[src/rtl/pcs_rx_comma_align.sv]
// pcs_rx_comma_align
// Receive-side serial-to-parallel stage of the 1000BASE-X PCS. Serial bits
// arrive on rxp, first-transmitted bit first. Comma detection sets the 10-bit
// group boundary, and a small LOS/ACQ/SYNC state machine freezes that boundary
// once lock is acquired.
// Bit ordering: code_group[0] is the first bit received (bit 'a' of abcdeifghj).
// Optional feature: define PCS_COMMA_BOTH_POL_EN to also recognise the RD+ comma
// (1100000) alongside the RD- comma (0011111).
module pcs_rx_comma_align #(
  parameter int unsigned SYNC_COMMAS  = 3,
  parameter int unsigned LOS_MISALIGN = 4
) (
  input  logic       clk,
  input  logic       mr_main_reset_n,
  input  logic       rxp,
  input  logic       signal_detect,
  output logic [9:0] code_group,
  output logic       code_valid,
  output logic       comma_det,
  output logic       realign,
  output logic       sync_status
);

  localparam int unsigned ACQ_W = (SYNC_COMMAS < 2)  ? 1 : $clog2(SYNC_COMMAS + 1);
  localparam int unsigned MIS_W = (LOS_MISALIGN < 2) ? 1 : $clog2(LOS_MISALIGN + 1);

  // Comma patterns in receive order, stored LSB-first (bit 0 = oldest bit).
  localparam logic [6:0] COMMA_NEG = 7'b1111100;  // 0011111 as received
  localparam logic [6:0] COMMA_POS = 7'b0000011;  // 1100000 as received

  typedef enum logic [1:0] {
    ST_LOS,
    ST_ACQ,
    ST_SYNC
  } state_e;

  state_e           state_q, state_d;
  // Only the newest nine bits are kept; the oldest bit of the 10-bit window
  // exists only combinationally in sr_d.
  logic [8:0]       sr_q;
  logic [9:0]       sr_d;
  logic [3:0]       bitcnt_q, bitcnt_d;
  logic [ACQ_W-1:0] acq_cnt_q, acq_cnt_d, acq_inc;
  logic [MIS_W-1:0] mis_cnt_q, mis_cnt_d, mis_inc;
  logic [9:0]       code_group_q, code_group_d;
  logic             code_valid_q, code_valid_d;
  logic             comma_det_q, comma_det_d;
  logic             realign_q, realign_d;
  logic             sync_q, sync_d;

  logic             comma;
  logic             at_bound;
  logic             aligned;
  logic             misaligned;
  logic             do_realign;
  logic             emit;

  // Window of the ten most recent bits and comma match on its oldest seven.
  always_comb begin
    sr_d = {rxp, sr_q};
`ifdef PCS_COMMA_BOTH_POL_EN
    comma = (sr_d[6:0] == COMMA_NEG) || (sr_d[6:0] == COMMA_POS);
`else
    comma = (sr_d[6:0] == COMMA_NEG);
`endif
    at_bound   = (bitcnt_q == 4'd9);
    aligned    = comma && at_bound;
    misaligned = comma && !at_bound;
    acq_inc    = acq_cnt_q + 1'b1;
    mis_inc    = mis_cnt_q + 1'b1;
  end

  // Next-state, counter and emission decisions for the sync state machine.
  always_comb begin
    state_d      = state_q;
    bitcnt_d     = at_bound ? '0 : bitcnt_q + 4'd1;
    acq_cnt_d    = acq_cnt_q;
    mis_cnt_d    = mis_cnt_q;
    code_group_d = code_group_q;
    code_valid_d = 1'b0;
    comma_det_d  = 1'b0;
    realign_d    = 1'b0;
    do_realign   = 1'b0;
    emit         = 1'b0;

    if (!signal_detect) begin
      // Signal loss outranks everything, including a comma in this cycle.
      state_d   = ST_LOS;
      bitcnt_d  = '0;
      acq_cnt_d = '0;
      mis_cnt_d = '0;
    end else begin
      unique case (state_q)
        ST_LOS: begin
          if (comma) begin
            do_realign = 1'b1;
            acq_cnt_d  = ACQ_W'(1);
            mis_cnt_d  = '0;
            state_d    = (SYNC_COMMAS <= 1) ? ST_SYNC : ST_ACQ;
          end
        end
        ST_ACQ: begin
          if (misaligned) begin
            do_realign = 1'b1;
            acq_cnt_d  = ACQ_W'(1);
          end else begin
            emit = at_bound;
            if (aligned) begin
              acq_cnt_d = acq_inc;
              if (acq_inc >= ACQ_W'(SYNC_COMMAS)) begin
                state_d   = ST_SYNC;
                mis_cnt_d = '0;
              end
            end
          end
        end
        ST_SYNC: begin
          // Boundary is frozen: misaligned commas are counted, never followed.
          if (misaligned) begin
            mis_cnt_d = mis_inc;
            if (mis_inc >= MIS_W'(LOS_MISALIGN)) begin
              state_d   = ST_LOS;
              mis_cnt_d = '0;
              acq_cnt_d = '0;
            end
          end else begin
            emit = at_bound;
            if (aligned) begin
              mis_cnt_d = '0;
            end
          end
        end
        default: begin
          state_d = ST_LOS;
        end
      endcase
    end

    if (do_realign) begin
      emit      = 1'b1;
      bitcnt_d  = '0;
      realign_d = 1'b1;
    end

    if (emit) begin
      code_group_d = sr_d;
      code_valid_d = 1'b1;
      comma_det_d  = comma;
    end

    sync_d = (state_d == ST_SYNC);
  end

  // State, shift register, counters and registered outputs.
  always_ff @(posedge clk or negedge mr_main_reset_n) begin
    if (!mr_main_reset_n) begin
      state_q      <= ST_LOS;
      sr_q         <= '0;
      bitcnt_q     <= '0;
      acq_cnt_q    <= '0;
      mis_cnt_q    <= '0;
      code_group_q <= '0;
      code_valid_q <= 1'b0;
      comma_det_q  <= 1'b0;
      realign_q    <= 1'b0;
      sync_q       <= 1'b0;
    end else begin
      state_q      <= state_d;
      sr_q         <= sr_d[9:1];
      bitcnt_q     <= bitcnt_d;
      acq_cnt_q    <= acq_cnt_d;
      mis_cnt_q    <= mis_cnt_d;
      code_group_q <= code_group_d;
      code_valid_q <= code_valid_d;
      comma_det_q  <= comma_det_d;
      realign_q    <= realign_d;
      sync_q       <= sync_d;
    end
  end

  assign code_group  = code_group_q;
  assign code_valid  = code_valid_q;
  assign comma_det   = comma_det_q;
  assign realign     = realign_q;
  assign sync_status = sync_q;

endmodule

[config.mk]
export PLATFORM = sky130hd
export DESIGN_NAME = pcs_rx_comma_align
export DESIGN_NICKNAME = d
export VERILOG_FILES = /design/src/rtl/pcs_rx_comma_align.sv
export SDC_FILE = /design/constraint.sdc
export NUM_CORES = 1
export LEC_CHECK = 0
export ABC_AREA = 1
export ABC_CLOCK_PERIOD_IN_PS = 1600
export CAP_MARGIN = 20
export CORE_MARGIN = 2
export CORE_UTILIZATION = 36
export CTS_CLUSTER_SIZE = 12
export DETAILED_ROUTE_END_ITERATION = 8
export PLACE_DENSITY_LB_ADDON = 0.25
export SLEW_MARGIN = 20
export SYNTH_ARGS = -nofsm -noshare
export SYNTH_HDL_FRONTEND = slang
export SYNTH_SLANG_ARGS = --single-unit
[constraint.sdc]
create_clock -name clk -period 1.6 [get_ports clk]
set_input_delay 0.16 -clock clk [delete_from_list [all_inputs] [get_ports clk]]
set_output_delay 0.16 -clock clk [all_outputs]
set_load 0.01 [all_outputs]
==> results.txt, run 1 <==
The power density over cell area is 938 nW/um^2. The overall routed net length is 2940 um. The number of placed instances with taps included came out at 251. The clock-pin slew on the worst setup and hold paths is 0.07 ns. In this run the static leakage power is 1.01 nW. The deepest clock path buffer count is 2. The remaining antenna violation count came out at 0. The number of maximum-capacitance constraint violations came out at 0. The die covers 5010 um^2.

The number of global-route vias before repair came out at 1129. The count of input and output buffers is 17. STA puts the critical path data arrival time at 1.66 ns. At the placement stage, the worst setup path has a slack of 0.000298 ns.

The number of endpoints failing setup at the final stage is 0. Counting every sink on the clock net gives 34. For this run, the top clock speed supported by timing is 673 MHz. The final worst setup slack is 0.114 ns. The number of nets produced by synthesis came out at 193. The type of the setup path with the least slack is register to register. In this run the tightest slew margin relative to its limit is 72.1%.

The routed wirelength normalized by instance count came out at 11.3 um. Global routing finished with a remaining overflow of 0. At the later pin of the worst-skew pair, clock insertion delay measures 0.28 ns. The chip height came out at 70.8 um. From synthesis to final layout, the design area changed by 25.8%.

Setup repair after global routing could not meet its margin everywhere. The final period demand of the worst path came out at 1.49 ns. The portion of the post-synthesis area used by sequential elements came out at 53.0%. The die boundary width came out at 70.8 um. After detailed routing, the number of vias per cell comes to 4.51. After detailed routing, the number of remaining DRC violations is 0.

The number of antenna diodes came out at 0. The net total in the final layout came out at 221. The first TritonRoute pass finished after 4 iterations.

The count of boundary I/O pins came out at 18. The clock tree synthesis step divided the H-tree into 2 levels. The number of pins with negative max-slew slack in the final report came out at 0. The wire length of the first global-routing pass is 5010 um.

The worst setup path is captured at a register. The number of non-filler instances in the completed layout is 261. Hold repair after CTS inserted 0 buffers. IR analysis of the VDD net gives a maximum drop of 626 uV. The critical path data required time came out at 1.77 ns. The placed wire-length estimate is 2070 um.

The number of hold-slack violations in the final timing report came out at 0. The launching element type of the critical path is a register. In this run the worst hold path is classified as input port to async pin. The tree is rooted in a sky130_fd_sc_hd__clkbuf_8. The share of the clock period used by the worst path after layout is 92.9%. The actual transition at the worst max-transition pin came out at 0.419 ns. The pin count of the biggest net entering global routing is 35. The smallest hold slack is 0.271 ns.

The layout filler cell count is 437. The standard cell core area came out at 4320 um^2. The number of clock buffers inserted by TritonCTS came out at 5.

Of all nets on the critical path, the largest fanout is 8. The floorplan has 24 rows. TritonCTS built the clock tree. The cell area after technology mapping came out at 1610 um^2.

The starting DRC count in detailed routing is 75. The Yosys warning count came out at 0. The summed area of non-filler cells in the final layout came out at 2020 um^2. The overall track demand over capacity in global routing came out at 12.9%. The post-synthesis register bit count is 34. Of the cells placed in the final design, the portion with a size suffix greater than 1 is 15.3%. The detailed-route via count is 1178. The number of antenna violations at the first check in global routing came to 0. The maximum clock skew at final layout is 0.00510 ns. The multi-input logic area came out at 674 um^2.

The run finished with clean final reports. The area used by sequential logic in the layout came out at 851 um^2. The effective utilization at floorplan came out at 37.1%.

In this run the critical register-to-register path is launched from bitcnt_q[1]. Once placement finished, the instance area stood at 1850 um^2. The instance count of the mapped netlist is 181. In this run the worst setup path begins at bitcnt_q[1]. The mean area per synthesized cell is 8.87 um^2. Routability-driven placement finished with a final weighted congestion of 0.751. Synthesis instantiated 25 different standard cells from the library.
## cell usage after synthesis
cell                       number  area, um^2
sky130_fd_sc_hd__nand2_1       53         199
sky130_fd_sc_hd__dfrtp_1       34         851
sky130_fd_sc_hd__inv_1         23        86.3
sky130_fd_sc_hd__nand3_1       18        90.1
sky130_fd_sc_hd__nor2_1        16        60.1
sky130_fd_sc_hd__ha_1           8         100
sky130_fd_sc_hd__a21oi_1        4        20.0
sky130_fd_sc_hd__nand3_2        3        30.0
sky130_fd_sc_hd__a21oi_2        2        17.5
sky130_fd_sc_hd__nand2_2        2        12.5
sky130_fd_sc_hd__nand4_1        2        12.5
sky130_fd_sc_hd__nor2_4         2        22.5
sky130_fd_sc_hd__nor3_1         2        10.0
sky130_fd_sc_hd__a21boi_0       1        7.51
sky130_fd_sc_hd__buf_2          1        5.00
sky130_fd_sc_hd__buf_4          1        7.51
sky130_fd_sc_hd__buf_6          1        11.3
sky130_fd_sc_hd__inv_2          1        3.75
sky130_fd_sc_hd__nand3_4        1        17.5
sky130_fd_sc_hd__nand3b_1       1        7.51
sky130_fd_sc_hd__nor2_2         1        6.26
sky130_fd_sc_hd__o21ai_0        1        5.00
sky130_fd_sc_hd__o21ai_1        1        5.00
sky130_fd_sc_hd__xnor2_1        1        8.76
sky130_fd_sc_hd__xor2_1         1        8.76
## placed cells by master (no fill, tap or decap), drive strengths merged
cell            n
clkbuf          6
a21boi          1
nand4           2
inv            24
clkdlybuf4s50  17
ha              8
nand3          22
nor2           19
dfrtp          34
buf             7
bufinv          1
a21oi           6
nor3            2
nand2          55
nand3b          1
xnor2           1
o21ai           2
xor2            1
## metal layers
layer / GRT usage (%) / part of all wire [%] / vias to the layer above
met5: 0 / 0 / -
met4: 6.71 / 2.0 / 0
met3: 4.27 / 3.5 / 5
met2: 19.5 / 48 / 15
met1: 16.6 / 46 / 542
li1: - / - / 616
## repair_timing
item                       CTS  global route
buffers inserted             0             3
setup endpoints to repair    0            19
resized for setup            0            10
## area by class of cell
class                   count  area share (%)
repair buffers             24            11.2
well taps                  52            3.22
clock inverters             1            1.49
flip-flops and latches     34            42.1
inverters                  24            4.46
multi-input cells         120            33.4
clock buffers               6            4.09
## per-stage QoR
stage	total power [W]	utilization (%)	TNS, ns
CTS	0.00192	45.3	0
finish	0.00190	46.7	0
detailed placement	0.00111	42.7	0
floorplan	0.00102	-	0
global route	0.00199	46.7	-0.0548
global placement	0.00111	42.7	0
## kinds of logic after synthesis
group,Yosys count,share of synthesized area [%]
AND/OR/NAND/NOR,101,29.2
XOR/XNOR,2,1.09
flip-flops,34,53.0
adder cells (fa/ha/maj),8,6.24
AO/OA/AOI/OAI,9,3.43
buffers and inverters,27,7.09
## report_power, final
part | leakage (nW) | switching, W | total (W) | internal [W]
registers | 0.446 | 0.0000299 | 0.000933 | 0.000903
clock network | 0.0573 | 0.000291 | 0.000789 | 0.000498
logic | 0.509 | 0.0000863 | 0.000173 | 0.0000865
## critical path: stages (launching register included)
cell	delay, ns
sky130_fd_sc_hd__dfrtp_1	0.38
sky130_fd_sc_hd__inv_1	0.06
sky130_fd_sc_hd__ha_2	0.18
sky130_fd_sc_hd__nand2_1	0.09
sky130_fd_sc_hd__nor2_4	0.16
sky130_fd_sc_hd__buf_4	0.14
sky130_fd_sc_hd__nand3_4	0.06
sky130_fd_sc_hd__buf_4	0.17
sky130_fd_sc_hd__nand3_1	0.08
sky130_fd_sc_hd__nand2_1	0.06
## sequential cells by signal, summed over array words and instances (netlist names)
signal	flops
code_group	10
sr_q	9
bitcnt_q	4
mis_cnt_q	3
acq_cnt_q	2
state_q	2
code_valid	1
comma_det	1
realign	1
sync_status	1
## worst paths after layout
path	endpoint	slack, ns	cells past startpoint
setup reg to reg	code_group[4]	0.11	9
hold / removal	realign	0.27	2
min in group clk	sr_q[8]	0.36	1
hold reg to reg	sr_q[7]	0.38	0
max in group asynchronous	acq_cnt_q[1]	1.02	2
setup / recovery	code_group[4]	0.11	9
Note: power is estimated with default switching activity, not from simulation.
==> run 2: changes to the inputs <==
--- a/config.mk
+++ b/config.mk
@@ -5,7 +5,6 @@
 export SDC_FILE = /design/constraint.sdc
 export NUM_CORES = 1
 export LEC_CHECK = 0
-export ABC_AREA = 1
 export ABC_CLOCK_PERIOD_IN_PS = 1600
 export CAP_MARGIN = 20
 export CORE_MARGIN = 2
@@ -13,7 +12,6 @@
 export CTS_CLUSTER_SIZE = 12
 export DETAILED_ROUTE_END_ITERATION = 8
 export PLACE_DENSITY_LB_ADDON = 0.25
-export SLEW_MARGIN = 20
 export SYNTH_ARGS = -nofsm -noshare
 export SYNTH_HDL_FRONTEND = slang
 export SYNTH_SLANG_ARGS = --single-unit
==> constraint.sdc (replaced) <==
create_clock -name clk -period 1.6 [get_ports clk]
set_input_delay 0.24 -clock clk [delete_from_list [all_inputs] [get_ports clk]]
set_output_delay 0.24 -clock clk [all_outputs]
set_load 0.01 [all_outputs]
==> results.txt, run 2 <==
The flow ran to the end, but the final reports show violations. The final reports fail on negative setup slack. The wire length of the first global-routing pass is 7270 um (+45%). The weighted congestion at the end of routability-driven global placement came to 0.875 (+17%).

The post-synthesis register bit count is 34 (unchanged). The peak supply drop came out at 367 uV (-41%). The static power due to leakage came out at 1.05 nW (+3.7%). The simple-gate area share of the yosys netlist was 16.4% (-13 points). The Yosys warning count is 0 (unchanged). The worst setup path is of the register to register kind.

The effective utilization at floorplan was 37.8% (+0.63 points). The met1 layer usage reported by global route is 23.8% (+7.2 points). The final worst setup slack came out at -0.180 ns (-0.294 ns). The layout cell share with drive strength beyond 1 came out at 35.8% (+21 points). The detailed-route via count is 1433 (+22%). The number of clock buffers inserted by TritonCTS is 5 (unchanged). The cell area after technology mapping came out at 1660 um^2 (+3.1%). The multi-input logic area came out at 952 um^2 (+41%).

The count of boundary I/O pins is 18 (unchanged). The number of maximum-capacitance constraint violations is 0 (unchanged). The portion of the post-synthesis area used by sequential elements is 51.4% (-1.6 points).

The met2 layer usage reported by global route was 30.9% (+11 points). The post-synthesis xor/xnor area fraction was 1.59% (+0.50 points). The number of non-filler instances in the completed layout is 264 (+1.1%).

The number of endpoints failing setup at the final stage came out at 14 (+14). The starting DRC count in detailed routing came out at 91 (+21%). The overall routed net length is 4270 um (+45%).

The number of antenna diodes is 0 (unchanged). The number of levels the H-tree was split into is 2 (unchanged). The number of pins with negative max-slew slack in the final report is 0 (unchanged). The overall track demand over capacity in global routing came to 18.4% (+5.5 points). The chip height is 71.8 um (+1.5%). The number of flip-flops under the largest register name is 10 (unchanged). Clock tree synthesis selected as its root buffer the cell sky130_fd_sc_hd__clkbuf_8. The post-synthesis compound-gate area fraction was 20.0% (+17 points). The critical path data required time is 1.80 ns (+0.03 ns). The pin count of the biggest net entering global routing is 35 (unchanged). The deepest clock path buffer count is 2 (unchanged). By count the netlist is led by sky130_fd_sc_hd__dfrtp_1, sky130_fd_sc_hd__nand2_1, sky130_fd_sc_hd__a2bb2oi_1, sky130_fd_sc_hd__nor2_1, sky130_fd_sc_hd__o211ai_1.

The global-route track usage on met3 came out at 4.22% (-0.054 points). The number of hold-slack violations in the final timing report is 0 (unchanged). The detailed-routing iteration count for the pre-antenna-repair pass was 4 (unchanged). The area growth from synthesis to layout came out at 49.5%. The setup TNS after final layout is -0.737 ns (-0.737 ns). The actual transition at the worst max-transition pin came out at 0.450 ns (+0.0308 ns). The count of input and output buffers is 17 (unchanged). The post-detailed-route DRC marker count is 0 (unchanged). The min-delay analysis places its worst path in the category input port to async pin.

In this run the most used layer during global routing was met2. The placement-stage worst setup slack came out at -0.221 ns (-0.221 ns). The critical-path maximum fanout came to 5 (-3). The net total in the final layout came out at 224 (+1.4%).

The library cell used most frequently in the layout, excluding fill and tap cells, is sky130_fd_sc_hd__dfrtp_1. The number of global-route vias before repair is 1507 (+33%). The number of nets produced by synthesis is 171 (-11%). The die boundary width came out at 71.8 um (+1.5%).

STA classifies the critical path startpoint as a register. The power density over cell area came out at 665 nW/um^2 (-29%). The remaining antenna violation count is 0 (unchanged). The placed wire-length estimate is 2770 um (+34%). The count of clock tree sinks was 34 (unchanged).

The standard cell core area was 4380 um^2 (+1.4%). By area, the combinational part of the netlist is dominated by compound AO/OA/AOI/OAI gates. The layout filler cell count is 357 (-18%). The maximum clock skew at final layout is 0.00959 ns (+0.00448 ns). The dominant register cell in the synthesized netlist is sky130_fd_sc_hd__dfrtp_1. The number of flops mapped to enable cells by yosys is 0 (unchanged). The mean area per synthesized cell is 10.4 um^2 (+17%). The signal arrival time at the worst endpoint is 1.98 ns (+0.32 ns). The area used by sequential logic in the layout came out at 852 um^2 (+0.15%). The mux share of post-synthesis cell area is 1.36% (+1.4 points).

The clock latency on the worst-skew pair came to 0.28 ns (about the same). Setup repair after global routing could not meet its margin everywhere. The area of the die is 5160 um^2 (+2.9%). The area fraction of the dominant cell type after synthesis came to 51.4% (-1.6 points). The number of antenna violations at the first check in global routing came out at 0 (unchanged). sky130_fd_sc_hd__dfrtp_1 takes more of the synthesized area than any other cell. The clock tree from TritonCTS is yes. Yosys attributes the largest share of cell area to sky130_fd_sc_hd__dfrtp_1, sky130_fd_sc_hd__ha_1, sky130_fd_sc_hd__nand2_1, sky130_fd_sc_hd__a2bb2oi_1, sky130_fd_sc_hd__o211ai_1.

The worst setup path is captured at a register. The proportion of synthesized flip-flops having asynchronous set or reset came out at 100% (unchanged). The hold-fix buffer count after cts came out at 0 (unchanged). The number of vias per cell came out at 5.43 (+20%).

The routed wirelength normalized by instance count is 16.2 um (+43%). In the layout the commonest cells are sky130_fd_sc_hd__dfrtp_1, sky130_fd_sc_hd__buf_4, sky130_fd_sc_hd__nand2_1. The number of distinct library cells after synthesis is 35 (+40%). The tightest slew margin relative to the limit came out at 69.7% (-2.4 points). The residual overflow from global routing is 0 (unchanged). The number of placed instances with taps included came out at 250 (-0.40%). The post-synthesis adder-cell area fraction was 6.05% (-0.19 points). The clock-pin slew on the worst setup and hold paths is 0.07 ns (about the same). The maximum clock frequency came out at 562 MHz (-17%). The placement row count came to 24 (unchanged). The final period demand of the worst path is 1.78 ns (+0.294 ns). The cell with the most instances after synthesis is sky130_fd_sc_hd__dfrtp_1.

The instance count of the mapped netlist came to 159 (-12%). The share of the clock period used by the worst path after layout was 111% (+18 points).
-- run 2: changes by cell type after synthesis, moves of 4 or more --
cell / before / now
sky130_fd_sc_hd__a2bb2oi_1: 0 / 10
sky130_fd_sc_hd__clkbuf_1: 0 / 5
sky130_fd_sc_hd__inv_1: 23 / 8
sky130_fd_sc_hd__nand2_1: 53 / 24
sky130_fd_sc_hd__nand3_1: 18 / 7
sky130_fd_sc_hd__nor2_1: 16 / 9
sky130_fd_sc_hd__o211ai_1: 0 / 9
sky130_fd_sc_hd__o21ai_0: 1 / 6
sky130_fd_sc_hd__or3_1: 0 / 4
-- run 2: stage by stage --
stage          total power (W)  utilization (%)  hold slack (ns)  instance area [um^2]
2_1_floorplan         0.000967                -          -0.0556                  1700
3_3_place_gp           0.00103             48.5            0.362                  2120
3_5_place_dp           0.00104             48.5            0.366                  2120
4_1_cts                0.00165             54.0            0.381                  2370
5_1_grt                0.00172             56.4            0.391                  2470
6_report               0.00165             56.4            0.369                  2470
-- run 2: per-layer routing --
layer	vias up	share of wire (%)
met2	30	52
met3	6	3.8
met1	715	43
met5	-	0
met4	0	1.1
li1	682	-
-- run 2: final timing paths --
kind	startpoint	end	slack [ns]	cells past startpoint
worst max-delay path	bitcnt_q[1]	acq_cnt_q[0]	-0.18	8
worst min-delay path	mr_main_reset_n	acq_cnt_q[0]	0.37	2
worst max register to register	bitcnt_q[1]	acq_cnt_q[0]	-0.18	8
worst min register to register	sr_q[8]	sr_q[7]	0.38	0
max in group asynchronous	mr_main_reset_n	state_q[0]	0.90	2
min in group clk	sr_q[8]	sr_q[7]	0.38	0
-- run 2: critical path: stages (launching register included) --
cell and delay, ns:
sky130_fd_sc_hd__dfrtp_1 0.34, sky130_fd_sc_hd__inv_1 0.05, sky130_fd_sc_hd__ha_2 0.17, sky130_fd_sc_hd__and3b_1 0.18, sky130_fd_sc_hd__buf_4 0.15, sky130_fd_sc_hd__buf_6 0.13
sky130_fd_sc_hd__o311ai_2 0.27, sky130_fd_sc_hd__o2111ai_1 0.19, sky130_fd_sc_hd__a21oi_1 0.21
-- run 2: logic make-up (layout without fill, tap and decap cells) --
kind of cell / after synthesis / after routing
and+or+nand+nor: 56 / 56
AOI/OAI and AO/OA: 42 / 42
DFF: 34 / 34
buffers and inverters: 14 / 67
adders and majority gates: 8 / 8
xor gates and xnor gates: 3 / 3
muxes: 2 / 2
-- run 2: area by class of cell --
| cell class | instances | share of cell area, % |
|---|---|---|
| Tap cell | 52 | 2.63 |
| Timing Repair Buffer | 52 | 20.1 |
| Clock buffer | 5 | 2.78 |
| Inverter | 8 | 1.21 |
| Multi-Input combinational cell | 111 | 38.5 |
| Sequential cell | 34 | 34.4 |
| Clock inverter | 2 | 0.404 |
-- run 2: power breakdown --
group	switching [W]	leakage [nW]	internal [W]	total [W]
registers	0.0000155	0.398	0.000880	0.000895
clock network	0.000304	0.0438	0.000292	0.000596
logic	0.0000770	0.608	0.0000791	0.000156
-- run 2: timing repair --
item,in CTS,in global routing
endpoints found under the setup margin,18,24
setup buffers,4,1
gates resized for setup,20,24
pin swaps,4,5
cloned,2,0
